$ cat src/rtl/multiplicador_arbitro_if.sv
// Bundle between the two requesters / shared multiplier and the arbiter.
// The arbiter sits on the slave modport, the environment on the master one.
interface multiplicador_arbitro_if #(
  parameter int N = 8
);
  logic           req0;
  logic           req1;
  logic [N-1:0]   a0;
  logic [N-1:0]   b0;
  logic [N-1:0]   a1;
  logic [N-1:0]   b1;
  logic           gnt0;
  logic           gnt1;
  logic           ack0;
  logic           ack1;
  logic [2*N-1:0] p_out;
  logic           err;
  logic           m_start;
  logic [N-1:0]   m_a;
  logic [N-1:0]   m_b;
  logic           m_done;
  logic [2*N-1:0] m_p;
  logic [2:0]     dbg_state;

  modport slave (
    input  req0, req1, a0, b0, a1, b1, m_done, m_p,
    output gnt0, gnt1, ack0, ack1, p_out, err, m_start, m_a, m_b, dbg_state
  );

  modport master (
    output req0, req1, a0, b0, a1, b1, m_done, m_p,
    input  gnt0, gnt1, ack0, ack1, p_out, err, m_start, m_a, m_b, dbg_state
  );
endinterface

$ cat src/rtl/multiplicador_arbitro.sv
// Round-robin arbiter/sequencer sharing one start/done multiplier between two
// requesters, with a watchdog that halts on a multiplier that never finishes.
//
// Handshakes: req_i is a level held until its ack_i; ack_i is a one-cycle
// pulse qualifying p_out. m_start is a level held until m_done is sampled
// high; m_done is a level the multiplier holds until m_start drops, and the
// arbiter waits for it to fall before arbitrating again.
module multiplicador_arbitro #(
  parameter int N       = 8,
  parameter int TIMEOUT = 64  // must be >= 2
) (
  input logic clk,
  input logic rst,
  multiplicador_arbitro_if.slave bus
);

  typedef enum logic [2:0] {
    IDLE  = 3'd0,
    RUN   = 3'd1,
    ACK   = 3'd2,
    DRAIN = 3'd3,
    HALT  = 3'd4
  } state_t;

  localparam int WDW = $clog2(TIMEOUT + 1);
  localparam logic [WDW-1:0] WD_LAST = WDW'(TIMEOUT - 1);

  state_t         state_q, state_d;
  logic           ptr_q, ptr_d;      // last requester served
  logic           owner_q, owner_d;  // requester owning the current operation
  logic [WDW-1:0] wd_q, wd_d;
  logic           win;

  logic           gnt0_q, gnt0_d;
  logic           gnt1_q, gnt1_d;
  logic           ack0_q, ack0_d;
  logic           ack1_q, ack1_d;
  logic [2*N-1:0] p_q, p_d;
  logic           err_q, err_d;
  logic           start_q, start_d;
  logic [N-1:0]   ma_q, ma_d;
  logic [N-1:0]   mb_q, mb_d;

  always_ff @(posedge clk) begin
    if (!rst) begin
      state_q <= IDLE;
      ptr_q   <= 1'b1;
      owner_q <= 1'b0;
      wd_q    <= '0;
      gnt0_q  <= 1'b0;
      gnt1_q  <= 1'b0;
      ack0_q  <= 1'b0;
      ack1_q  <= 1'b0;
      p_q     <= '0;
      err_q   <= 1'b0;
      start_q <= 1'b0;
      ma_q    <= '0;
      mb_q    <= '0;
    end else begin
      state_q <= state_d;
      ptr_q   <= ptr_d;
      owner_q <= owner_d;
      wd_q    <= wd_d;
      gnt0_q  <= gnt0_d;
      gnt1_q  <= gnt1_d;
      ack0_q  <= ack0_d;
      ack1_q  <= ack1_d;
      p_q     <= p_d;
      err_q   <= err_d;
      start_q <= start_d;
      ma_q    <= ma_d;
      mb_q    <= mb_d;
    end
  end

  // On a tie the requester that was not served last wins; a lone request
  // wins outright. The pointer always follows the winner.
  always_comb begin
    win = bus.req1;
    if (bus.req0 && bus.req1) begin
      win = ~ptr_q;
    end
  end

  always_comb begin
    state_d = state_q;
    ptr_d   = ptr_q;
    owner_d = owner_q;
    wd_d    = wd_q;
    gnt0_d  = gnt0_q;
    gnt1_d  = gnt1_q;
    ack0_d  = 1'b0;
    ack1_d  = 1'b0;
    p_d     = p_q;
    err_d   = err_q;
    start_d = start_q;
    ma_d    = ma_q;
    mb_d    = mb_q;

    case (state_q)
      IDLE: begin
        if (bus.req0 || bus.req1) begin
          owner_d = win;
          ptr_d   = win;
          ma_d    = win ? bus.a1 : bus.a0;
          mb_d    = win ? bus.b1 : bus.b0;
          gnt0_d  = ~win;
          gnt1_d  = win;
          start_d = 1'b1;
          wd_d    = '0;
          state_d = RUN;
        end
      end

      RUN: begin
        if (bus.m_done) begin
          p_d     = bus.m_p;
          start_d = 1'b0;
          ack0_d  = ~owner_q;
          ack1_d  = owner_q;
          state_d = ACK;
        end else if (wd_q == WD_LAST) begin
          // Release the requester with a zero result so it is not stuck.
          p_d     = '0;
          start_d = 1'b0;
          ack0_d  = ~owner_q;
          ack1_d  = owner_q;
          gnt0_d  = 1'b0;
          gnt1_d  = 1'b0;
          err_d   = 1'b1;
          wd_d    = wd_q + 1'b1;
          state_d = HALT;
        end else begin
          wd_d = wd_q + 1'b1;
        end
      end

      ACK: begin
        gnt0_d  = 1'b0;
        gnt1_d  = 1'b0;
        p_d     = '0;
        state_d = DRAIN;
      end

      DRAIN: begin
        if (!bus.m_done) begin
          state_d = IDLE;
        end
      end

      HALT: begin
        gnt0_d  = 1'b0;
        gnt1_d  = 1'b0;
        start_d = 1'b0;
        err_d   = 1'b1;
      end

      default: begin
        state_d = IDLE;
      end
    endcase
  end

  assign bus.gnt0      = gnt0_q;
  assign bus.gnt1      = gnt1_q;
  assign bus.ack0      = ack0_q;
  assign bus.ack1      = ack1_q;
  assign bus.p_out     = p_q;
  assign bus.err       = err_q;
  assign bus.m_start   = start_q;
  assign bus.m_a       = ma_q;
  assign bus.m_b       = mb_q;
  assign bus.dbg_state = state_q;

  a_gnt_onehot : assert property (@(posedge clk) disable iff (!rst)
    !(gnt0_q && gnt1_q));
  a_ack_onehot : assert property (@(posedge clk) disable iff (!rst)
    !(ack0_q && ack1_q));
  a_ack_pulse : assert property (@(posedge clk) disable iff (!rst)
    (ack0_q || ack1_q) |=> !(ack0_q || ack1_q));

endmodule

$ cat src/flat_wrapper.sv
// flat-port wrapper written by rule: the top's interface ports become plain ports
module multiplicador_arbitro_flat 
#(
  parameter int N       = 8,
  parameter int TIMEOUT = 64                 
)
  (clk, rst, bus_req0, bus_req1, bus_a0, bus_b0, bus_a1, bus_b1, bus_m_done, bus_m_p, bus_gnt0, bus_gnt1, bus_ack0, bus_ack1, bus_p_out, bus_err, bus_m_start, bus_m_a, bus_m_b, bus_dbg_state);
  multiplicador_arbitro_if #(.N(N)) bus_i ();
  input logic clk;
  input logic rst;
  input wire logic [$bits(bus_i.req0)-1:0] bus_req0;
  input wire logic [$bits(bus_i.req1)-1:0] bus_req1;
  input wire logic [$bits(bus_i.a0)-1:0] bus_a0;
  input wire logic [$bits(bus_i.b0)-1:0] bus_b0;
  input wire logic [$bits(bus_i.a1)-1:0] bus_a1;
  input wire logic [$bits(bus_i.b1)-1:0] bus_b1;
  input wire logic [$bits(bus_i.m_done)-1:0] bus_m_done;
  input wire logic [$bits(bus_i.m_p)-1:0] bus_m_p;
  output wire logic [$bits(bus_i.gnt0)-1:0] bus_gnt0;
  output wire logic [$bits(bus_i.gnt1)-1:0] bus_gnt1;
  output wire logic [$bits(bus_i.ack0)-1:0] bus_ack0;
  output wire logic [$bits(bus_i.ack1)-1:0] bus_ack1;
  output wire logic [$bits(bus_i.p_out)-1:0] bus_p_out;
  output wire logic [$bits(bus_i.err)-1:0] bus_err;
  output wire logic [$bits(bus_i.m_start)-1:0] bus_m_start;
  output wire logic [$bits(bus_i.m_a)-1:0] bus_m_a;
  output wire logic [$bits(bus_i.m_b)-1:0] bus_m_b;
  output wire logic [$bits(bus_i.dbg_state)-1:0] bus_dbg_state;
  assign bus_i.req0 = bus_req0;
  assign bus_i.req1 = bus_req1;
  assign bus_i.a0 = bus_a0;
  assign bus_i.b0 = bus_b0;
  assign bus_i.a1 = bus_a1;
  assign bus_i.b1 = bus_b1;
  assign bus_i.m_done = bus_m_done;
  assign bus_i.m_p = bus_m_p;
  assign bus_gnt0 = bus_i.gnt0;
  assign bus_gnt1 = bus_i.gnt1;
  assign bus_ack0 = bus_i.ack0;
  assign bus_ack1 = bus_i.ack1;
  assign bus_p_out = bus_i.p_out;
  assign bus_err = bus_i.err;
  assign bus_m_start = bus_i.m_start;
  assign bus_m_a = bus_i.m_a;
  assign bus_m_b = bus_i.m_b;
  assign bus_dbg_state = bus_i.dbg_state;
  multiplicador_arbitro #(.N(N), .TIMEOUT(TIMEOUT)) u_core (.clk(clk), .rst(rst), .bus(bus_i));
endmodule
$ cat config.mk
export PLATFORM = sky130hd
export DESIGN_NAME = multiplicador_arbitro_flat
export DESIGN_NICKNAME = d
export VERILOG_FILES = /design/src/rtl/multiplicador_arbitro_if.sv /design/src/rtl/multiplicador_arbitro.sv /design/src/flat_wrapper.sv
export SDC_FILE = /design/constraint.sdc
export NUM_CORES = 1
export LEC_CHECK = 0
export BUFFER_PORTS_ARGS = -buffer_cell sky130_fd_sc_hd__buf_2
export CAP_MARGIN = 25
export CORE_MARGIN = 4
export CORE_UTILIZATION = 35
export DETAILED_ROUTE_END_ITERATION = 8
export SLEW_MARGIN = 25
export SYNTH_ARGS = -nofsm -noshare
export SYNTH_HDL_FRONTEND = slang
export SYNTH_SLANG_ARGS = --single-unit
$ cat constraint.sdc
create_clock -name clk -period 1.5 [get_ports clk]
set_input_delay 0 -clock clk [delete_from_list [all_inputs] [get_ports clk]]
set_output_delay 0 -clock clk [all_outputs]
set_load 0.005 [all_outputs]
# == Word level (Yosys, flattened, before mapping) ==
# Cells that the tools add are included.
# totals
latch_bits,0
mem_bits_ro,0
n_memories,0
mem_bits_rw,0
word_cells,75
output_inout_bits,41
in_bits,53
register_bits,50
# op_classes
n_lt_le_gt_ge,0
div_mod_pow,0
add_sub_neg,1
multipliers,0
n_bitwise,4
n_shift,0
eq_ne,10
n_mux,30
reduce_logical,17
# op_table
cell,count
two-way mux 16 bit,2
one-hot mux 16 bit (2 select lines),1
two-way mux 8 bit,2
one-hot mux 3 bit (5 select lines),1
two-way mux 7 bit,2
one-hot mux 7 bit (2 select lines),1
two-way mux 1 bit,13
two-way mux 3 bit,4
one-hot mux 1 bit (3 select lines),3
AND reduction 3 bit,3
AND reduction 4 bit,2
adder 7 x 1 -> 7 bit (second input constant),1
equality test 7 x 6 -> 1 bit (second input constant),1
equality test 3 x 2 -> 1 bit (second input constant),2
AND reduction 2 bit,3
nonzero test 2 bit,3
nonzero test 3 bit,2
!= test 2 x 1 -> 1 bit (second input constant),2
!= test 2 bit (second input constant),2
NOT 1 bit,4
equality test 3 x 1 -> 1 bit (second input constant),1
equality test 3 bit (second input constant),1
zero test 3 bit,1
!= test 3 x 2 -> 1 bit (second input constant),1
4 further kinds,4

# == Depth between registers and ports, before layout ==
# logic_depth
word_depth,5
mapped_depth,6
mapped_depth_nobuf,4

# == Worst setup path after synthesis ==
# OpenSTA, ideal clock, no wires.
# synth_timing
kind,register -> register
startpoint,"reg u_core.state_q[0], in the netlist u_core.bus.dbg_state[0]"
endpoint,reg u_core.wd_q[1]
setup_time_ns,0.070
n_path_buf,2
arrival_time_ns,1.459
slack_ns,-0.029
t_required_ns,1.430
stages_incl_launch_ff,6
period_less_slack_ns,1.529
path_cell_list,dfxtp_1 > buf_6 > a211o_1 > buf_6 > or4b_1 > a21oi_1
# synth_via
elab_chain_len,3
word_cells_on_any_way,7
classes_between,3 x eq/ne; 1 x mux; 3 x reduce/logical
# synth_lines
element,line,rtl
"start, declared",multiplicador_arbitro.sv:28,"state_t state_q, state_d;"
"start signal, assigned",multiplicador_arbitro.sv:60,state_q <= state_d;
equality test 3 x 1 -> 1 bit or zero test 3 bit (tied branches),multiplicador_arbitro.sv:100,case (state_q)
"!= test 2 bit (no source line), or another cell as far along",--,
AND reduction 3 bit (no source line),--,
"end signal, assigned",multiplicador_arbitro.sv:63,wd_q <= wd_d;
"end, declared",multiplicador_arbitro.sv:31,"logic [WDW-1:0] wd_q, wd_d;"
# Several ways; a longest one is shown, not always the timed one.
# A chain may end at the register's enable or synchronous reset.

# == Worst setup path after layout ==
# layout_timing
startpoint,"reg u_core.state_q[0], in the netlist u_core.bus.dbg_state[0]"
endpoint,reg u_core.wd_q[3]
# Same word-level chain as after synthesis.

==> results.md <==
* Status: completed
* Clock buffer depth at 2
* Fin crit share at 0.962
* Clock-pin slew on the worst setup and hold paths at 0.09 ns
* FP Rows at 29
* Via count at 2775
* VDD IR max at 0.452 mV
* Drt wl/cell at 14.6 um
* Initial antenna violation count at 0
* Vias in the first global route at 2763
* CTS tree: yes
* CP Data Arrival Time at 1.68 ns
* Cell Count, Final, Fillers Out at 520
* Worst-path maximum fanout at 9
* PwrDens at 879 nW/um2
* Syn Inst Count at 292
* Measured slew at the worst slew-check pin at 0.398 ns
* Netlist cell types at 43
* Remaining Overflow, GRT at 0
* Critical path class: flop to flop
* DRT antenna net count at 0
* Final hold vios at 0
* DRC viols at 0
* CTS H-Tree Depth at 2
* Setup violators final at 0
* Area of the core at 6460 um2
* CTS Sinks at 50
* Final WL at 7.57 mm
* Place WS at 0.0112 ns
* Min-delay worst type: input port to flop
* Nets at 496
* Clk_lat worst skew at 0.31 ns
* DP Cell Count at 463
* Initial core utilization at 0.367
* Die ar. at 8150 um2
* Die span in x at 90.3 um
* DR iter-0 viols at 115
* Setup TNS Final at 0 ns
* Port Buffers at 93
* Final total power at 3.29 mW
* Antenna diodes at 0
* Leak pwr at 1.68 nW
* Clock Skews at 0.0114 ns
* Layout cells sized above 1 at 0.330
* Syn nets at 346
* Total CTS buffers at 5
* Post-synthesis sequential area ratio at 0.422
* Max Freq at 0.693 GHz
* Clock Tree Root: clkbuf_8
* Largest net degree at the start of global routing at 28
* Number of max-cap violations at 0
* First-pass GRT wire length at 12.8 mm
* Synth warn at 0
* Ports at 94
* RSZ-0062 raised after global routing: no
* Area growth, synth to finish at 57.8%
* Normalized max-slew margin at 0.735
* Synthesized cell area at 2370 um2
* Reg2Reg Setup Slack at 0.06 ns
* Fillers at 571
* Most common cell after layout, fill and taps aside: buf_2
* Final Max Slew Viols at 0
* Synth Area per Inst at 8.12 um2
* Post-DP HPWL at 4.76 mm
* Post-layout util at 0.579
* Crit end category: flop
* Worst EP required at 1.74 ns
* Yosys reg bits at 50
* Router iterations before antenna repair at 4
* Final Worst Setup Slack at 0.0563 ns
* Startpoint types: flop
* Commonest non-fill, non-tap cells in the layout: buf_2 (93), nand2_1 (54), dlygate4sd3_1 (48), dfxtp_1 (46), buf_4 (25)
* Gr usage total at 0.185
* Post-route minimum period at 1.44 ns
* Vias/cell at 5.34
* Die Ht at 90.3 um
* Final GP Congestion at 0.759
-- report_power, final --
part	internal (mW)	leakage, nW	switching [mW]
Combinational	0.463	1.22	0.420
Clock	0.423	0.0544	0.460
Sequential	1.45	0.412	0.0781
Total	2.33	1.68	0.958
-- worst max-delay path: stages (launching register included) --
cell     delay, ns
dfxtp_4       0.38
a211o_4       0.36
or4_1         0.50
a21oi_1       0.13
-- state kept, by name (all words and copies together), names as in the netlist --
register and flops:
u_core.wd_q 7, u_core.bus.m_start 1, u_core.bus.err 1, u_core.bus.m_a 8
u_core.bus.p_out 16, u_core.bus.gnt1 1, u_core.bus.ack0 1, u_core.owner_q 1
u_core.bus.ack1 1, u_core.bus.dbg_state 3, u_core.ptr_q 1, u_core.bus.m_b 8
u_core.bus.gnt0 1
-- routing by layer --
| layer | up-vias | share of wire | GRT usage |
|---|---|---|---|
| met5 | - | 0 | 0 |
| met4 | 0 | 0.015 | 0.0663 |
| met3 | 13 | 0.064 | 0.0492 |
| met2 | 97 | 0.48 | 0.303 |
| met1 | 1283 | 0.44 | 0.233 |
| li1 | 1382 | - | - |
-- stage by stage --
step	area, um2	hold WS, ns
2_1_floorplan	2380	0.136
3_3_place_gp	3100	0.225
3_5_place_dp	3100	0.234
4_1_cts	3700	0.0522
5_1_grt	3740	0.0778
6_report	3740	0.0669
-- repair_timing --
action,CTS,global route
setup buffers,0,1
hold buffers,48,0
setup endpoints to repair,3,32
pin swaps,0,9
endpoints found under the hold margin,32,0
resized for setup,2,9
-- area by class of cell --
class / count / area (um2) / area share
multi-input cells: 209 / 1290 / 0.344
inverters: 5 / 18.8 / 0.00502
clock inverters: 1 / 8.76 / 0.00234
repair buffers: 171 / 1220 / 0.327
clock buffers: 7 / 96.3 / 0.0257
well taps: 77 / 96.3 / 0.0257
flip-flops and latches: 50 / 1010 / 0.269
-- kinds of logic after synthesis --
logic type                 share of synthesized area
and+or+nand+nor                                0.245
buffers and inverters                         0.0617
muxes                                        0.00844
adders and majority gates                    0.00528
DFF                                            0.422
AOI/OAI and AO/OA                              0.258
-- cells in the mapped netlist --
cell / instances / area, um2
nand4_1: 4 / 25.0
or2_2: 1 / 6.26
mux2i_1: 2 / 20.0
or4b_1: 1 / 10.0
o211ai_1: 1 / 7.51
buf_1: 1 / 3.75
nand2b_1: 1 / 6.26
buf_6: 2 / 22.5
or3_1: 2 / 12.5
buf_2: 6 / 30.0
and3_1: 16 / 100
nor2b_1: 2 / 12.5
a32o_1: 1 / 10.0
a211o_1: 2 / 17.5
nor4_1: 3 / 18.8
o31ai_1: 4 / 30.0
nor4bb_1: 1 / 10.0
nor3_1: 4 / 20.0
a21boi_2: 1 / 11.3
a21bo_2: 1 / 10.0
and4b_1: 1 / 10.0
o221ai_1: 3 / 26.3
and2_1: 1 / 6.26
a31oi_1: 16 / 100
nand3b_1: 1 / 7.51
a21oi_1: 24 / 120
o21a_1: 1 / 7.51
clkbuf_1: 19 / 71.3
or4_1: 3 / 22.5
nor2_1: 1 / 3.75
o221a_2: 1 / 11.3
nor4b_1: 1 / 8.76
nor3b_1: 1 / 7.51
nor2_2: 1 / 6.26
ha_1: 1 / 12.5
dfxtp_1: 50 / 1000
nand3_1: 8 / 40.0
a311oi_1: 17 / 149
nand4b_1: 3 / 26.3
o21ai_0: 22 / 110
and3b_1: 2 / 17.5
nand2_1: 54 / 203
inv_1: 5 / 18.8
-- final timing paths --
kind | startpoint | to | depth (start not counted)
setup reg to reg | u_core.bus.dbg_state[0] | u_core.wd_q[3] | 3
setup / recovery | u_core.bus.dbg_state[0] | u_core.wd_q[3] | 3
hold / removal | rst | u_core.bus.p_out[10] | 3
hold reg to reg | u_core.owner_q | u_core.bus.ack0 | 1
No activity file was read; power rests on OpenSTA's default activity.
